## config.mk

```make
export PLATFORM = sky130hd
export DESIGN_NAME = frontend_ocio_gen
export DESIGN_NICKNAME = d
export VERILOG_FILES = /design/src/rtl/ocio_pkg.sv /design/src/rtl/ocio_in_port.sv /design/src/rtl/frontend_ocio_gen.sv
export SDC_FILE = /design/constraint.sdc
export NUM_CORES = 1
export LEC_CHECK = 0
export ABC_AREA = 1
export CAP_MARGIN = 10
export CORE_AREA = 2 2 108 215
export CTS_BUF_LIST = sky130_fd_sc_hd__clkbuf_8
export CTS_CLUSTER_SIZE = 28
export DETAILED_ROUTE_END_ITERATION = 16
export DIE_AREA = 0 0 110 217
export HOLD_SLACK_MARGIN = 0.06
export MAX_ROUTING_LAYER = met4
export PLACE_DENSITY = 0.5
export SLEW_MARGIN = 10
export SYNTH_ARGS = -nofsm -noshare
export SYNTH_HDL_FRONTEND = slang
export SYNTH_SLANG_ARGS = --single-unit
```

## constraint.sdc

```tcl
create_clock -name clk -period 1.7 [get_ports clk]
set_input_delay 0.255 -clock clk [delete_from_list [all_inputs] [get_ports clk]]
set_output_delay 0.255 -clock clk [all_outputs]
set_load 0.05 [all_outputs]
```

## src/rtl/ocio_pkg.sv

```systemverilog
// Shared types and constants for the OCIO frontend.
//   ocio_byte_t : one 8-bit port word
//   oe_state_t  : output-enable sequencer states
package ocio_pkg;

  localparam int OCIO_BYTE_W = 8;

  typedef logic [OCIO_BYTE_W-1:0] ocio_byte_t;

  typedef enum logic [1:0] {
    OE_OFF,
    OE_WAIT,
    OE_ON
  } oe_state_t;

endpackage

```

## src/rtl/ocio_in_port.sv

```systemverilog
// One OCIO input port: pin/strobe synchroniser, word-wide debouncer,
// strobe edge detector, capture latch with pending/ack handshake and a
// sticky overrun flag.
// Ports:
//   clk, rst_n   clock, asynchronous active-low reset
//   pin          raw 8-bit input pins
//   stb_pin      raw strobe pin
//   deb_len      stable cycles required (0 = bypass)
//   latch_en     1 = strobe latch mode, 0 = transparent debounced
//   stb_pol      1 = falling strobe edge active, 0 = rising
//   ack          clears pending
//   err_clr      clears sticky overrun
//   data         port value towards the register bank
//   pend         latched word waiting for ack
//   ovr          sticky overrun
//   ovr_set      overrun being set this cycle
module ocio_in_port
  import ocio_pkg::*;
#(
  parameter int SYNC_STG = 2,
  parameter int DEB_W    = 8
) (
  input  logic                   clk,
  input  logic                   rst_n,
  input  logic [OCIO_BYTE_W-1:0] pin,
  input  logic                   stb_pin,
  input  logic [DEB_W-1:0]       deb_len,
  input  logic                   latch_en,
  input  logic                   stb_pol,
  input  logic                   ack,
  input  logic                   err_clr,
  output logic [OCIO_BYTE_W-1:0] data,
  output logic                   pend,
  output logic                   ovr,
  output logic                   ovr_set
);

  logic [SYNC_STG-1:0][OCIO_BYTE_W-1:0] dat_sync;
  logic [SYNC_STG-1:0]                  stb_sync;
  ocio_byte_t                           s_dat;
  ocio_byte_t                           s_dat_p1;
  logic [DEB_W-1:0]                     cnt;
  ocio_byte_t                           deb;
  ocio_byte_t                           lat;
  logic                                 act;
  logic                                 act_p1;
  logic                                 stb_edge;
  logic                                 pend_q;

  assign s_dat    = dat_sync[SYNC_STG-1];
  // Polarity folded in before edge detection so one rising-edge detector
  // serves both strobe senses.
  assign act      = stb_sync[SYNC_STG-1] ^ stb_pol;
  assign stb_edge = act & ~act_p1;
  assign ovr_set  = latch_en & stb_edge & pend_q & ~ack;

  assign data = latch_en ? lat : deb;
  assign pend = pend_q & latch_en;

  always_ff @(posedge clk or negedge rst_n) begin
    if (!rst_n) begin
      dat_sync <= '0;
      stb_sync <= '0;
      s_dat_p1 <= '0;
      cnt      <= '0;
      deb      <= '0;
      lat      <= '0;
      act_p1   <= 1'b0;
      pend_q   <= 1'b0;
      ovr      <= 1'b0;
    end else begin
      // Synchroniser stage
      dat_sync <= {dat_sync[SYNC_STG-2:0], pin};
      stb_sync <= {stb_sync[SYNC_STG-2:0], stb_pin};

      // Debounce stage: cnt counts consecutive cycles with an unchanged word
      s_dat_p1 <= s_dat;
      if (s_dat != s_dat_p1) begin
        cnt <= '0;
      end else if (cnt != '1) begin
        cnt <= cnt + 1'b1;
      end
      // A changing word never passes, even if a stale count is high.
      if (deb_len == '0) begin
        deb <= s_dat;
      end else if ((s_dat == s_dat_p1) && (cnt >= deb_len)) begin
        deb <= s_dat;
      end

      // Strobe latch stage: capture beats ack in the same cycle
      act_p1 <= act;
      if (!latch_en) begin
        pend_q <= 1'b0;
      end else if (stb_edge) begin
        lat    <= s_dat;
        pend_q <= 1'b1;
      end else if (ack) begin
        pend_q <= 1'b0;
      end

      // A new overrun beats a simultaneous clear
      if (ovr_set) begin
        ovr <= 1'b1;
      end else if (err_clr) begin
        ovr <= 1'b0;
      end
    end
  end

endmodule

```

## src/rtl/frontend_ocio_gen.sv

```systemverilog
// OCIO frontend for the SCU DIOB2 plugin slot: N_IN synchronised/debounced
// input ports with optional strobe latching, registered output bytes and
// control lines, delayed output enable, error and interrupt aggregation.
// Optional feature macro: OCIO_IRQ_EN (adds irq_mask input and a registered
// irq; when undefined irq is tied to 0).
// Ports:
//   clk, nReset              clock, asynchronous active-low reset
//   in_pins/strobe_pins      raw input pins and strobes
//   cfg_deb_len/latch/stb_pol input port configuration
//   in_data/in_pend/in_ack   register bank side of input ports
//   out_data/ctrl_data       values to drive; out_pins/ctrl_pins registered
//   oe_req/oe_pin            output-enable request and delayed enable
//   err_clr/overrun/plugin_error  sticky error handling
//   irq_mask/irq             interrupt (irq_mask only with OCIO_IRQ_EN)
module frontend_ocio_gen
  import ocio_pkg::*;
#(
  parameter int N_IN     = 3,
  parameter int N_OUT    = 1,
  parameter int N_CTRL   = 4,
  parameter int SYNC_STG = 2,
  parameter int DEB_W    = 8,
  parameter int OE_DLY   = 16
) (
  input  logic                         clk,
  input  logic                         nReset,
  input  logic [OCIO_BYTE_W*N_IN-1:0]  in_pins,
  input  logic [N_IN-1:0]              strobe_pins,
  input  logic [DEB_W-1:0]             cfg_deb_len,
  input  logic [N_IN-1:0]              cfg_latch,
  input  logic [N_IN-1:0]              cfg_stb_pol,
  output logic [OCIO_BYTE_W*N_IN-1:0]  in_data,
  output logic [N_IN-1:0]              in_pend,
  input  logic [N_IN-1:0]              in_ack,
  input  logic [OCIO_BYTE_W*N_OUT-1:0] out_data,
  input  logic [N_CTRL-1:0]            ctrl_data,
  output logic [OCIO_BYTE_W*N_OUT-1:0] out_pins,
  output logic [N_CTRL-1:0]            ctrl_pins,
  input  logic                         oe_req,
  output logic                         oe_pin,
  input  logic                         err_clr,
  output logic [N_IN-1:0]              overrun,
  output logic                         plugin_error,
`ifdef OCIO_IRQ_EN
  input  logic [N_IN-1:0]              irq_mask,
`endif
  output logic                         irq
);

  localparam int OE_CW = $clog2(OE_DLY + 1);

  logic [N_IN-1:0] ovr_set;
  oe_state_t       oe_state;
  logic [OE_CW-1:0] oe_cnt;

  for (genvar p = 0; p < N_IN; p++) begin : g_in
    ocio_in_port #(
      .SYNC_STG(SYNC_STG),
      .DEB_W   (DEB_W)
    ) u_port (
      .clk     (clk),
      .rst_n   (nReset),
      .pin     (in_pins[OCIO_BYTE_W*p +: OCIO_BYTE_W]),
      .stb_pin (strobe_pins[p]),
      .deb_len (cfg_deb_len),
      .latch_en(cfg_latch[p]),
      .stb_pol (cfg_stb_pol[p]),
      .ack     (in_ack[p]),
      .err_clr (err_clr),
      .data    (in_data[OCIO_BYTE_W*p +: OCIO_BYTE_W]),
      .pend    (in_pend[p]),
      .ovr     (overrun[p]),
      .ovr_set (ovr_set[p])
    );
  end

  always_ff @(posedge clk or negedge nReset) begin
    if (!nReset) begin
      out_pins     <= '0;
      ctrl_pins    <= '0;
      plugin_error <= 1'b0;
    end else begin
      out_pins  <= out_data;
      ctrl_pins <= ctrl_data;
      // Clearing only wins when no port sets an overrun this cycle.
      plugin_error <= err_clr ? |ovr_set : |overrun;
    end
  end

  // OE sequencer: oe_pin rises on the OE_DLY-th edge after oe_req rises.
  // WAIT is entered with cnt=0 and ON is taken as cnt steps to OE_DLY-1.
  always_ff @(posedge clk or negedge nReset) begin
    if (!nReset) begin
      oe_state <= OE_OFF;
      oe_cnt   <= '0;
      oe_pin   <= 1'b0;
    end else begin
      case (oe_state)
        OE_OFF: begin
          oe_cnt <= '0;
          if (oe_req) begin
            if (OE_DLY <= 1) begin
              oe_state <= OE_ON;
              oe_pin   <= 1'b1;
            end else begin
              oe_state <= OE_WAIT;
            end
          end
        end
        OE_WAIT: begin
          if (!oe_req) begin
            oe_state <= OE_OFF;
            oe_pin   <= 1'b0;
          end else begin
            oe_cnt <= oe_cnt + 1'b1;
            if (int'(oe_cnt) + 2 >= OE_DLY) begin
              oe_state <= OE_ON;
              oe_pin   <= 1'b1;
            end
          end
        end
        OE_ON: begin
          if (!oe_req) begin
            oe_state <= OE_OFF;
            oe_pin   <= 1'b0;
          end
        end
        default: begin
          oe_state <= OE_OFF;
          oe_pin   <= 1'b0;
        end
      endcase
    end
  end

`ifdef OCIO_IRQ_EN
  always_ff @(posedge clk or negedge nReset) begin
    if (!nReset) begin
      irq <= 1'b0;
    end else begin
      irq <= (|(in_pend & irq_mask)) | plugin_error;
    end
  end
`else
  assign irq = 1'b0;
`endif

endmodule
```

==> results.cfg, run 1 <==
[status]
status = finished, final reports clean

[hold_path]
holdPathStages = 1
hp-class = in -> reg

[yosys]
synth_cell_types = 32
yosysSeqAreaShare = 0.588
yosys_register_bits = 180
synthCells = 853
netlist_area_um2 = 7660
ys_warn_count = 0
syn_avg_cell_area_um2 = 8.98
synth_fp_nets = 941

[route]
wl_met3_um = 545
avgRoutedWirePerCell_um = 12.5
wl_met1_mm = 7.35
viasPerCell = 4.41
drt-total-wl_mm = 16.2
highest_layer = met4
drcViolationCount = 0
vias = 5694
first_iter_violations = 181
drt_pass1_iterations = 4
wl_met2_mm = 7.69
ant_nets = 0

[clock_tree]
cts.sinks = 180
cts_buffer_depth = 2
cts_root_buf = clkbuf_8
htree_levels = 4
clkLatencyLatePin_ns = 0.48
cts_tree = yes
cts_buffers = 17
clk_pin_slew_worst_paths_ns = 0.09

[finish]
area_growth_syn_to_layout_pct = 30.6
final_layout_size_suffix_gt1_frac = 0.148
final_cell_mix = nand2_1 (310), dfrtp_1 (174), inv_1 (108), clkdlybuf4s50_1 (58), nor2_1 (52)
design_area_um2 = 10000
layout.nets = 1085
final_util = 0.448
final_common_cell = nand2_1
n_antenna_cell = 0

[critical_path]
cp_num_buf_inv = 0
startpoint = g_in[0].u_port.cnt[1]
crit_path_end_kind = flop
cpMaxStageDelayCell = dfrtp_2
reg2reg_from = g_in[0].u_port.cnt[1]
slowest_delay_ns = 0.45
required_ns = 2.08
crit_fanout = 8
arrival_ns = 1.98
crit_type = reg -> reg
cp_cell_sequence = ha_1 -> nand2_1 -> nor2_1 -> nor2_1 -> nand2_1 -> nand2_1 -> nand2_2 -> nand2_4 -> nand2_4 -> nand2_1 -> nand2_1
rrSetupSlack_ns = 0.11
reg2reg_to = g_in[0].u_port.deb[2]
start_kind = flop
cp.depth = 11
endpoint = g_in[0].u_port.deb[2]
crit_family = simple AND/OR/NAND/NOR gates
cp_common_cell = nand2_1
r2r.worst_path.cells = 11

[flow_run]
maxCapViolCount = 0

[grt]
antenna_found_initial = 0
grt_start_max_net_pins = 47
grt_pass1_wl_mm = 27.0
overflow = 0
grt_pass1_vias = 5686
track_usage = 0.152

[pwr]
total_power_mw = 9.79
pwr_density_cell_nw_per_um2 = 978
peakVddDrop_mv = 0.755
p_leak_nw = 5.17

[die]
ios = 105
row_count = 78
coreArea_um2 = 22300
die_w_um = 110
die_h_um = 217
dieArea_um2 = 23900
start_util = 0.343

[sta]
fin_crit_ns = 1.59
setup_viol = 0
hold_viol_final = 0
max_clock_freq_mhz = 628
slew_violations = 0
period_share = 0.937
final.setup_skew_ns = 0.0113

[placement]
port_buffers = 103
gp_congestion = 0.760
dpl_cell_area_um2 = 9380
dp.final_hpwl_mm = 11.6
[layer usage]
layer	vias to the layer above	GRT usage
li1	2920	-
met1	2635	0.188
met2	107	0.228
met3	32	0.0356
met4	0	0.0772
met5	-	-
[Yosys cell counts (all sizes together)]
library cell,n,area share
ha,28,0.046
o21ai,49,0.032
nand3,44,0.031
buf,14,0.013
nand2,320,0.16
a31o,1,0.0011
o211a,1,0.0013
dfrtp,180,0.59
nand4,4,0.0033
inv,114,0.056
and2,1,0.00082
nor2,56,0.031
o21a,3,0.0029
nor3,12,0.0091
nand3b,2,0.0020
conb,1,0.00049
xnor2,1,0.0011
a21oi,14,0.0091
nor4,2,0.0036
xor2,3,0.0034
clkbuf,1,0.00065
a21boi,2,0.0020
[power by group]
part / switching, mW / leakage, nW / total [mW] / internal (mW)
registers: 0.188 / 2.24 / 4.80 / 4.62
logic: 1.02 / 2.70 / 1.78 / 0.760
clock network: 1.50 / 0.233 / 3.20 / 1.69
total: 2.72 / 5.17 / 9.79 / 7.07
[metrics by stage]
stage	setup WS [ns]	instances	hold WS, ns	setup TNS, ns
after global placement	-0.375	1241	0.236	-8.54
final	0.107	1290	0.199	0
after detailed placement	-0.427	1241	0.232	-9.51
after CTS	0.0437	1274	0.148	0
after floorplan	0.285	853	-0.0406	0
after global routing	-0.00162	1290	0.169	-0.00165
[sequential cells by signal, summed over array words and instances, names as in the netlist, 5 cells and up]
name                  count
g_in.u_port.s_dat_p1     24
oe_cnt                    5
g_in.u_port.dat_sync     24
g_in.u_port.cnt          24
g_in.u_port.deb          24
out_pins                  8
g_in.u_port.s_dat        24
g_in.u_port.stb_sync      6
g_in.u_port.lat          24
[cell type report]
type | count | area, um2
Clock inverter | 12 | 159
Fill cell | 2124 | 12300
Multi-Input combinational cell | 547 | 2700
Timing Repair Buffer | 137 | 1580
Clock buffer | 20 | 275
Tap cell | 280 | 350
Inverter | 114 | 428
Sequential cell | 180 | 4510
[timing repair]
| action | 4_1_cts | 5_1_grt |
|---|---|---|
| setup buffers | 0 | 13 |
| hold buffers | 1 | 0 |
| endpoints found under the setup margin | 0 | 31 |
| endpoints found under the hold margin | 104 | 0 |
| resized for setup | 0 | 18 |
[worst min path at each step]
stage,startpoint,endpoint,slack [ns]
after floorplan,nReset,ctrl_pins[0],-0.04
after global placement,nReset,g_in[0].u_port.lat[5],0.24
after detailed placement,nReset,g_in[0].u_port.lat[7],0.23
after CTS,in_pins[4],g_in[0].u_port.dat_sync[4],0.15
after global routing,in_pins[22],g_in[2].u_port.dat_sync[6],0.17
final,in_pins[4],g_in[0].u_port.dat_sync[4],0.20
[cell families (layout without fill, tap and decap cells)]
kind of cell / Yosys count / count (layout) / share of synthesized area
compound gates: 70 / 70 / 0.0485
simple gates: 441 / 444 / 0.243
other cells: 1 / 1 / 0.000489
xor+xnor: 4 / 4 / 0.00457
buf+inv: 129 / 283 / 0.0699
flops: 180 / 180 / 0.588
fa+ha+maj: 28 / 28 / 0.0457
No activity file was read; power rests on OpenSTA's default activity.
==> run 2: changes to the inputs <==
Settings changed: CAP_MARGIN 10 to 20, CTS_CLUSTER_DIAMETER set to 60.
==> results of run 2 <==
Final layout, timing and power as in run 1 (identical DEF).
==> run 3: changes to the inputs <==
Settings changed: CELL_PAD_IN_SITES_DETAIL_PLACEMENT set to 1, CELL_PAD_IN_SITES_GLOBAL_PLACEMENT set to 1, CTS_BUF_LIST sky130_fd_sc_hd__clkbuf_8 to not set, PLACE_DENSITY 0.5 to 0.64, SLEW_MARGIN 10 to not set.
==> results.cfg, run 3 (synthesis gave the netlist of run 1 again) <==
[status]
status = finished, final reports clean

[finish]
final_layout_size_suffix_gt1_frac = 0.181
n_antenna_cell = 0
final_cell_mix = nand2_1 (297), dfrtp_1 (176), inv_1 (106), clkdlybuf4s50_1 (56), buf_4 (54)
area_growth_syn_to_layout_pct = 36.4
final_common_cell = nand2_1
instances_no_fill = 1303
layout.nets = 1098
design_area_um2 = 10500
final_util = 0.468

[placement]
dpl_cell_area_um2 = 9390
dpl.cell_count = 1240
port_buffers = 103
dp.final_hpwl_mm = 13.0
gp_congestion = 0.800
preCtsSetupSlack_ns = -0.446

[grt]
overflow = 0
antenna_found_initial = 0
track_usage = 0.169
grt_start_max_net_pins = 48
grt_pass1_wl_mm = 30.6
grt_pass1_vias = 6357

[route]
first_iter_violations = 238
drcViolationCount = 0
avgRoutedWirePerCell_um = 14.2
viasPerCell = 4.57
drt_pass1_iterations = 6
drt-total-wl_mm = 18.5
vias = 5951
ant_nets = 0

[clock_tree]
htree_levels = 4
clk_pin_slew_worst_paths_ns = 0.07
clkLatencyLatePin_ns = 0.44
cts_buffers = 17
cts_buffer_depth = 2
cts.sinks = 180
cts_root_buf = clkbuf_16
cts_tree = yes

[die]
die_w_um = 110
ios = 105
coreArea_um2 = 22300
row_count = 78
dieArea_um2 = 23900
die_h_um = 217
start_util = 0.343

[pwr]
pwr_density_cell_nw_per_um2 = 1000
p_leak_nw = 5.36
total_power_mw = 10.5
p_sw_mw = 2.99
internal-power_mw = 7.51
seqPwrFrac = 0.459
peakVddDrop_mv = 0.714
swShare = 0.285
clockPowerShare = 0.368
combinationalPowerShare = 0.173

[sta]
fin_crit_ns = 1.63
fin_tns_setup_ns = 0
final.setup_skew_ns = 0.00793
period_share = 0.958
holdWs_ns = 0.248
hold_viol_final = 0
layout_setup_ws_ns = 0.0718
slew_violations = 0
grt_setup_unrepaired = true
max_clock_freq_mhz = 614
setup_viol = 0

[critical_path]
rrSetupSlack_ns = 0.09
r2r.worst_path.cells = 11
crit_type = in -> reg
crit_fanout = 8
required_ns = 2.04
crit_path_end_kind = flop
reg2reg_to = g_in[0].u_port.deb[6]
reg2reg_from = g_in[0].u_port.cnt[3]
start_kind = primary input
arrival_ns = 1.96

[flow_run]
maxCapViolCount = 0

[hold_path]
hp-start = out_data[0]
holdPathStages = 1
min_to = out_pins[0]
hp-class = in -> reg
run 3: area by class of cell:
cell class | count | area (um2)
fillers | 2559 | 11900
flip-flops and latches | 180 | 4510
multi-input cells | 547 | 2860
repair buffers | 150 | 1730
clock buffers | 20 | 457
inverters | 114 | 428
well taps | 280 | 350
clock inverters | 12 | 125
run 3: worst max-delay path: stages:
cell	delay (ns)
clkdlybuf4s50_1	0.49
inv_1	0.09
ha_1	0.30
nand2_1	0.10
nor2_2	0.04
nor2_1	0.10
nand2_1	0.06
nand2_1	0.08
nand2_2	0.09
nand2_4	0.14
nand2_8	0.09
nand2_1	0.07
nand2_1	0.05
run 3: worst max-delay path by stage:
| stage | startpoint | end | slack, ns |
|---|---|---|---|
| floorplan | g_in[0].u_port.cnt[2] | g_in[0].u_port.deb[0] | 0.29 |
| global placement | cfg_deb_len[3] | g_in[2].u_port.deb[0] | -0.38 |
| detailed placement | cfg_deb_len[3] | g_in[2].u_port.deb[0] | -0.45 |
| CTS | g_in[2].u_port.cnt[1] | g_in[2].u_port.cnt[0] | 0.01 |
| global route | g_in[0].u_port.cnt[3] | g_in[0].u_port.deb[6] | -0.05 |
| finish | cfg_deb_len[2] | g_in[2].u_port.deb[5] | 0.07 |
run 3: what timing repair did:
item,in CTS,in global routing
endpoints found under the hold margin,37,0
resized for setup,0,51
buffers inserted,0,27
hold buffers,1,0
endpoints found under the setup margin,0,36
run 3: power by group through the flow:
stage          sequential (mW)  clock [mW]  combinational, mW
6_report                  4.82        3.87               1.81
5_1_grt                   4.87        4.15               1.98
4_1_cts                   4.82        4.02               1.83
3_5_place_dp              4.90           0               1.82
3_3_place_gp              4.88           0               1.78
2_1_floorplan             4.93           0              0.884
run 3: routing by layer:
layer | GRT usage | part of all wire | wire length (um) | vias to the layer above
li1 | - | - | - | 2949
met4 | 0.0612 | 0.017 | 318 | 0
met3 | 0.0362 | 0.032 | 583 | 25
met1 | 0.206 | 0.43 | 8010 | 2893
met2 | 0.272 | 0.52 | 9560 | 84
met5 | - | 0 | 0 | -
